`config.mk`:
```
export PLATFORM = sky130hd
export DESIGN_NAME = muldiv_sequencer_flat
export DESIGN_NICKNAME = d
export VERILOG_FILES = /design/src/rtl/muldiv_if.sv /design/src/rtl/muldiv_sequencer.sv /design/src/flat_wrapper.sv
export SDC_FILE = /design/constraint.sdc
export NUM_CORES = 1
export LEC_CHECK = 0
export BUFFER_PORTS_ARGS = -buffer_cell sky130_fd_sc_hd__buf_4
export CORE_ASPECT_RATIO = 1.2
export CORE_MARGIN = 1
export CORE_UTILIZATION = 40
export CTS_BUF_LIST = sky130_fd_sc_hd__clkbuf_8
export DETAILED_ROUTE_END_ITERATION = 10
export PLACE_DENSITY = 0.63
export SLEW_MARGIN = 15
export SYNTH_ARGS = -nofsm -noshare
export SYNTH_HDL_FRONTEND = slang
export SYNTH_SLANG_ARGS = --single-unit
```
`constraint.sdc`:
```
create_clock -name clk -period 3.8 [get_ports clk]
set_input_delay 0.38 -clock clk [delete_from_list [all_inputs] [get_ports clk]]
set_output_delay 0.38 -clock clk [all_outputs]
set_load 0.005 [all_outputs]
```
`src/rtl/muldiv_if.sv`:
```
// Decode <-> multiply/divide sequencer bundle.
// Command, HI/LO read request and status signals.
interface muldiv_if;
  logic        start;
  logic [1:0]  op;
  logic [31:0] a;
  logic [31:0] b;
  logic        mfhi_req;
  logic        mflo_req;
  logic        busy;
  logic        done;
  logic        stall;
  logic [31:0] rd_data;
  logic [31:0] hi;
  logic [31:0] lo;

  modport master (
    output start, op, a, b,
    output mfhi_req, mflo_req,
    input  busy, done, stall,
    input  rd_data, hi, lo
  );

  modport slave (
    input  start, op, a, b,
    input  mfhi_req, mflo_req,
    output busy, done, stall,
    output rd_data, hi, lo
  );
endinterface

```
`src/rtl/muldiv_sequencer.sv`:
```
// Iterative radix-2 multiply / restoring divide unit
// owning the HI/LO pair; 34-cycle latency per command.
module muldiv_sequencer (
  input  logic     clk,
  input  logic     rst_n,
  muldiv_if.slave  bus
);

  typedef enum logic [1:0] {
    IDLE, PREP, RUN, FIX
  } state_t;

  state_t      state_q;
  logic [1:0]  op_q;
  logic [31:0] a_q;
  logic [31:0] b_q;
  logic [31:0] m_q;
  logic [63:0] acc_q;
  logic [4:0]  cnt_q;
  logic        neg_q;
  logic        rneg_q;
  logic        busy_q;
  logic        done_q;
  logic [31:0] hi_q;
  logic [31:0] lo_q;

  logic        is_div;
  logic        is_sgn;
  logic [31:0] abs_a;
  logic [31:0] abs_b;
  logic [32:0] sum;
  logic [32:0] rem_sh;
  logic [33:0] diff;
  logic [63:0] acc_d;
  logic [63:0] prod;
  logic [31:0] quo;
  logic [31:0] rem;
  logic [31:0] rd;

  assign is_div = op_q[1];
  assign is_sgn = ~op_q[0];

  assign abs_a = (is_sgn & a_q[31]) ? -a_q : a_q;
  assign abs_b = (is_sgn & b_q[31]) ? -b_q : b_q;

  // Multiply: add into upper half, carry shifts back in.
  assign sum = {1'b0, acc_q[63:32]}
             + (acc_q[0] ? {1'b0, m_q} : 33'd0);

  // Divide: {rem, quo} << 1, then trial subtract.
  assign rem_sh = acc_q[63:31];
  assign diff   = {1'b0, rem_sh} - {2'b00, m_q};

  always_comb begin
    acc_d = {sum, acc_q[31:1]};
    if (is_div) begin
      if (diff[33])
        acc_d = {rem_sh[31:0], acc_q[30:0], 1'b0};
      else
        acc_d = {diff[31:0], acc_q[30:0], 1'b1};
    end
  end

  assign prod = neg_q  ? -acc_q : acc_q;
  assign quo  = neg_q  ? -acc_q[31:0] : acc_q[31:0];
  assign rem  = rneg_q ? -acc_q[63:32] : acc_q[63:32];

  always_ff @(posedge clk or negedge rst_n) begin
    if (!rst_n) begin
      state_q <= IDLE;
      op_q    <= '0;
      a_q     <= '0;
      b_q     <= '0;
      m_q     <= '0;
      acc_q   <= '0;
      cnt_q   <= '0;
      neg_q   <= 1'b0;
      rneg_q  <= 1'b0;
      busy_q  <= 1'b0;
      done_q  <= 1'b0;
      hi_q    <= '0;
      lo_q    <= '0;
    end else begin
      done_q <= 1'b0;
      unique case (state_q)
        IDLE: begin
          if (bus.start) begin
            op_q    <= bus.op;
            a_q     <= bus.a;
            b_q     <= bus.b;
            busy_q  <= 1'b1;
            state_q <= PREP;
          end
        end
        PREP: begin
          m_q     <= abs_b;
          acc_q   <= {32'h0, abs_a};
          cnt_q   <= '0;
          neg_q   <= is_sgn & (a_q[31] ^ b_q[31]);
          rneg_q  <= is_sgn & a_q[31];
          state_q <= RUN;
        end
        RUN: begin
          acc_q <= acc_d;
          cnt_q <= cnt_q + 5'd1;
          if (cnt_q == 5'd31)
            state_q <= FIX;
        end
        FIX: begin
          if (!is_div) begin
            hi_q <= prod[63:32];
            lo_q <= prod[31:0];
          end else if (b_q == 32'h0) begin
            hi_q <= a_q;
            lo_q <= 32'hFFFF_FFFF;
          end else begin
            hi_q <= rem;
            lo_q <= quo;
          end
          done_q  <= 1'b1;
          busy_q  <= 1'b0;
          state_q <= IDLE;
        end
        default: state_q <= IDLE;
      endcase
    end
  end

  always_comb begin
    rd = '0;
    priority case (1'b1)
      busy_q:       rd = '0;
      bus.mfhi_req: rd = hi_q;
      bus.mflo_req: rd = lo_q;
      default:      rd = '0;
    endcase
  end

  assign bus.stall   = busy_q & (bus.mfhi_req | bus.mflo_req);
  assign bus.rd_data = rd;
  assign bus.busy    = busy_q;
  assign bus.done    = done_q;
  assign bus.hi      = hi_q;
  assign bus.lo      = lo_q;

endmodule

```
`src/flat_wrapper.sv`:
```
// flat-port wrapper written by rule: the top's interface ports become plain ports
module muldiv_sequencer_flat 
  (clk, rst_n, bus_start, bus_op, bus_a, bus_b, bus_mfhi_req, bus_mflo_req, bus_busy, bus_done, bus_stall, bus_rd_data, bus_hi, bus_lo);
  muldiv_if bus_i ();
  input  logic clk;
  input  logic rst_n;
  input wire logic [$bits(bus_i.start)-1:0] bus_start;
  input wire logic [$bits(bus_i.op)-1:0] bus_op;
  input wire logic [$bits(bus_i.a)-1:0] bus_a;
  input wire logic [$bits(bus_i.b)-1:0] bus_b;
  input wire logic [$bits(bus_i.mfhi_req)-1:0] bus_mfhi_req;
  input wire logic [$bits(bus_i.mflo_req)-1:0] bus_mflo_req;
  output wire logic [$bits(bus_i.busy)-1:0] bus_busy;
  output wire logic [$bits(bus_i.done)-1:0] bus_done;
  output wire logic [$bits(bus_i.stall)-1:0] bus_stall;
  output wire logic [$bits(bus_i.rd_data)-1:0] bus_rd_data;
  output wire logic [$bits(bus_i.hi)-1:0] bus_hi;
  output wire logic [$bits(bus_i.lo)-1:0] bus_lo;
  assign bus_i.start = bus_start;
  assign bus_i.op = bus_op;
  assign bus_i.a = bus_a;
  assign bus_i.b = bus_b;
  assign bus_i.mfhi_req = bus_mfhi_req;
  assign bus_i.mflo_req = bus_mflo_req;
  assign bus_busy = bus_i.busy;
  assign bus_done = bus_i.done;
  assign bus_stall = bus_i.stall;
  assign bus_rd_data = bus_i.rd_data;
  assign bus_hi = bus_i.hi;
  assign bus_lo = bus_i.lo;
  muldiv_sequencer u_core (.clk(clk), .rst_n(rst_n), .bus(bus_i));
endmodule
```
-- Word-level counts from Yosys, hierarchy flattened
Index checks and enable logic that the tools add are counted.
- register bits after elaboration: 237
- bits of input ports: 71
- output and inout port bits: 99
- logic and storage cells: 64
- add/sub/neg operators: 8
- equality and inequality tests: 6
- multiplexer cells: 23
- bitwise gates (word level): 7
- reduce and logical (&&, ||, !) cells: 7
- operator list (kind ; count):
    2-to-1 mux 32 bit ; 12
    2-to-1 mux 64 bit ; 3
    negator 32 bit ; 4
    one-hot mux 64 bit (2 select lines) ; 1
    negator 64 bit ; 1
    subtractor 33 x 32 -> 34 bit ; 1
    adder 32 x 33 -> 33 bit ; 1
    logical NOT 32 bit ; 1
    one-hot mux 5 bit (2 select lines) ; 1
    one-hot mux 2 bit (4 select lines) ; 1
    AND reduction 2 bit ; 3
    adder 5 x 1 -> 5 bit (second input constant) ; 1
    == test 5 bit (second input constant) ; 1
    AND 1 bit ; 4
    == test 2 bit (second input constant) ; 2
    2-to-1 mux 2 bit ; 2
    nonzero test 2 bit ; 2
    == test 2 x 1 -> 1 bit (second input constant) ; 1
    logical NOT 2 bit ; 1
    2-to-1 mux 1 bit ; 2
    != test 2 x 1 -> 1 bit (second input constant) ; 1
    != test 2 bit (second input constant) ; 1
    one-hot mux 1 bit (2 select lines) ; 1
    NOT 1 bit ; 1
    2 further kinds ; 2

-- Longest topological paths before layout
- depth after elaboration: 4
- depth in mapped cells: 14
- mapped depth without buffers: 13

-- Least setup slack after synthesis
Ideal clock, no wire load.
- path kind: reg2reg
- from: register u_core.acc_q[0]
- to: register u_core.acc_q[61]
- library setup time: 0.124 ns
- arrival: 3.133 ns
- required time: 3.676 ns
- path slack: 0.543 ns
- stages on the path, launching flop included: 14
- path buffers: 1
- clock period less this slack: 3.257 ns
- path through: dfrtp_1 -> inv_1 -> buf_1 -> nor2_1 -> ha_1 -> and4_1 -> nand2_1 -> a211oi_1 -> o2111a_1 -> o211ai_1 -> a2111oi_0 -> o21a_1 -> nor3_1 -> a211o_1
- cells in the longest elaborated chain, start to end: 4
- ends and longest elaborated chain (what ; RTL line ; RTL):
    start: declaration ; muldiv_sequencer.sv:18 ; logic [63:0] acc_q;
    start signal: assignment ; muldiv_sequencer.sv:97 ; acc_q <= {32'h0, abs_a};
    2-to-1 mux 32 bit ; muldiv_sequencer.sv:48 ; + (acc_q[0] ? {1'b0, m_q} : 33'd0);
    adder 32 x 33 -> 33 bit ; muldiv_sequencer.sv:48 ;
    2-to-1 mux 64 bit ; muldiv_sequencer.sv:56 ; if (is_div) begin
    one-hot mux 64 bit (2 select lines) ; muldiv_sequencer.sv:85 ; unique case (state_q)
No other way between the ends.
A chain may end at the register's enable or synchronous reset.

-- Worst setup path after layout
Same ends and word-level chain as after synthesis.

==> results.toml <==
[route]
vias = 17000
wl_per_cell_microns = 20.2
drt-initial-drc-count = 1227
drc = 0
dr.pass1.iters = 6
vias_per_cell = 5.78
ant_nets = 0
wl_microns = 59600

[logic_synthesis]
synthSimpleGateAreaFrac = 0.159
synth_ff_type = "dfrtp_1"
synth.area.top_cells = "dfrtp_1, xnor2_1, nor2_1, ha_1, mux2_2"
synth_edf_count = 0
synth_nets = 2278
synth_area_sq_um = 17700
yosysTopAreaCellShare = 0.334
synth-adder-area-share = 0.0544
yosys.area.top_type = "dfrtp_1"
synth_top_family_by_area = "compound AO/OA/AOI/OAI gates"
async_reset_ff_frac = 1.00
synth_most_common_cell = "nor2_1"
synth_common_cells = "nor2_1, dfrtp_1, nand2_1, a21oi_1, o21ai_0"
synthMuxAreaShare = 0.0651
ys_types = 74
synth-seq-cells = 237
seq_area_frac_synth = 0.334
yosys_warnings = 0
syn-instance-count = 2131
synth_xor_xnor_area_share = 0.0972
synth-compound-area-share = 0.238
avgSynthCellArea_sq_um = 8.33

[pwr]
ir_drop_uv = 501
comb_power_share = 0.627
switchingPower_w = 0.0110
p_clk_frac = 0.122
switching_share = 0.501
p_per_area_nw_per_um2 = 1020
p_leak_nw = 9.49
pwr-share-seq = 0.251
p_int_w = 0.0110

[timing]
maxSlewViolCount = 0
skew_ns = 0.0423
setup_slack_ns = 0.232
tns_ns = 0
hold_viol = 0
tightest_slew_ns = 1.12
max_freq_ghz = 0.280
finalCritPeriodShare = 0.939
finalCriticalPeriod_ns = 3.57
relSlewSlack = 0.251
finalSetupViolCount = 0

[critical_path]
path_cells = "and2_1 -> ha_1 -> inv_1 -> fa_1 -> nor2b_1 -> o211ai_1 -> a211oi_2 -> buf_4 -> o2111a_1 -> o211ai_1 -> a2111oi_2 -> buf_4 -> o21a_1 -> nor3_1 -> a211o_1"
reg2reg_to = "u_core.acc_q[61]"
path_class = "flop to flop"
r2r_start = "u_core.acc_q[0]"
start_kind = "flop"
rrSetupSlack_ns = 0.23
cp_slowest_cell = "dfrtp_2"
crit_start = "u_core.acc_q[0]"
r2r_cells = 15
worstPathRequired_ns = 4.32
end_kind = "flop"
cp_max_fo = 6
worst_ep_arrival_time_ns = 4.08
max_stage_delay_ns = 0.43
critical_path.endpoint = "u_core.acc_q[61]"

[clocking]
cts_tree = "done"
cts_sinks = 237
cts_setup_buffers = 0
clock_path_buffers = 3
cts_max_level = 2
cts_root_buffer = "clkbuf_8"
worstSkewPairLatency_ns = 0.65
cts.clk_slew.worst_paths_ns = 0.07
numCtsBuffers = 44

[floorplan]
start_util = 0.405
die_y_microns = 233
core-area_sq_um = 43800
pin_count = 170
placementRows = 84
dieArea_sq_um = 45200
die-width_microns = 194

[layout]
fillCellCount = 4211
regArea_sq_um = 5930
fin_nets = 2503
area_growth_pct = 21.4
drive_above_1_share = 0.182
multi_input_area_sq_um = 10900
n_antenna_cell = 0

[grt]
antenna_found_initial = 0
grt_max_degree = 107
overflow = 0
grt_pass1_vias = 16600
grt_usage = 0.265
grt_pass1_wl_microns = 94000

[place]
portBuffers = 169
post-place-ws_ns = 0.129
dp_hpwl_microns = 44900
gp_congestion = 0.960

[status]
outcome = "finished clean"

[job]
maxCapViolCount = 0

[min_path]
worstHoldPathType = "input pin to flop"
## worst min path at each step
stage | startpoint | to | slack [ns] | cells past startpoint
floorplan | rst_n | u_core.a_q[0] | 0.08 | 0
global placement | rst_n | u_core.bus.hi[5] | 0.34 | 1
detailed placement | rst_n | u_core.bus.lo[7] | 0.34 | 1
CTS | bus_op[0] | u_core.op_q[0] | 0.007 | 2
global route | bus_op[0] | u_core.op_q[0] | 0.04 | 2
finish | bus_op[0] | u_core.op_q[0] | 0.04 | 2
## cell families (layout without fill, tap and decap cells)
kind of cell	count (synthesis)	after routing
muxes	106	106
xor gates and xnor gates	197	197
buffers and inverters	242	499
adders and majority gates	76	76
DFF	237	237
and+or+nand+nor	618	618
AOI/OAI and AO/OA	655	655
## critical path, delay by kind of cell (launching register included)
family	cells	cell delay [ns]
AOI/OAI and AO/OA	7	1.66
adders and majority gates	2	0.58
DFF	1	0.43
buffers and inverters	3	0.40
and+or+nand+nor	3	0.39
## flip-flops by register name (all words and copies together), names as in the netlist
signal and flops:
u_core.a_q 32, u_core.acc_q 64, u_core.b_q 32, u_core.bus.busy 1, u_core.bus.done 1, u_core.bus.hi 32
u_core.bus.lo 32, u_core.cnt_q 5, u_core.m_q 32, u_core.neg_q 1, u_core.op_q 2, u_core.rneg_q 1
u_core.state_q 2
## through the flow
stage          utilization  hold WS, ns  power [W]  instance area [sq um]  instances
6_report             0.491       0.0410     0.0220                  21500       2947
3_5_place_dp         0.454        0.339     0.0192                  19900       2803
3_3_place_gp         0.454        0.337     0.0190                  19900       2803
2_1_floorplan            -       0.0844     0.0145                  17700       2131
4_1_cts              0.491      0.00674     0.0220                  21500       2947
5_1_grt              0.491       0.0365     0.0238                  21500       2947
## timing repair
item / CTS / global route
endpoints found under the hold margin: 115 / 0
resized for setup: 0 / 7
hold buffers: 66 / 0
setup endpoints to repair: 0 / 9
## layout by cell type, fill, tap and decap left out, types with 32 or more instances in the layout
cell           instances
inv_1                107
xnor2_1              114
nor2_1               247
mux2_2                76
nand2_1              167
xor2_1                83
dlygate4sd3_1         66
a22oi_1               32
dfrtp_1              234
clkbuf_8              57
ha_1                  70
a21oi_1              161
o211ai_1              60
o21ai_0              154
nor3_1                42
a31oi_1               48
buf_4                252
## metal layers
layer / track usage / vias up / wire length (microns)
met5: 0 / - / 0
met4: 0.143 / 0 / 3190
met3: 0.0307 / 148 / 3090
met2: 0.474 / 611 / 29500
met1: 0.311 / 8155 / 23800
li1: - / 8126 / -
## power by group through the flow
stage | Sequential [W] | Clock [W] | Combinational, W
2_1_floorplan | 0.00476 | 0 | 0.00971
3_3_place_gp | 0.00548 | 0 | 0.0135
3_5_place_dp | 0.00554 | 0 | 0.0136
4_1_cts | 0.00549 | 0.00275 | 0.0137
5_1_grt | 0.00569 | 0.00285 | 0.0152
6_report | 0.00553 | 0.00268 | 0.0138
## final cells by class
| type | count | share of cell area |
|---|---|---|
| inverters | 97 | 0.0171 |
| well taps | 559 | 0.0325 |
| clock buffers | 57 | 0.0364 |
| flip-flops and latches | 237 | 0.275 |
| multi-input cells | 1652 | 0.507 |
| repair buffers | 324 | 0.124 |
| clock inverters | 21 | 0.00761 |
Power figures use the tool's default switching activity.
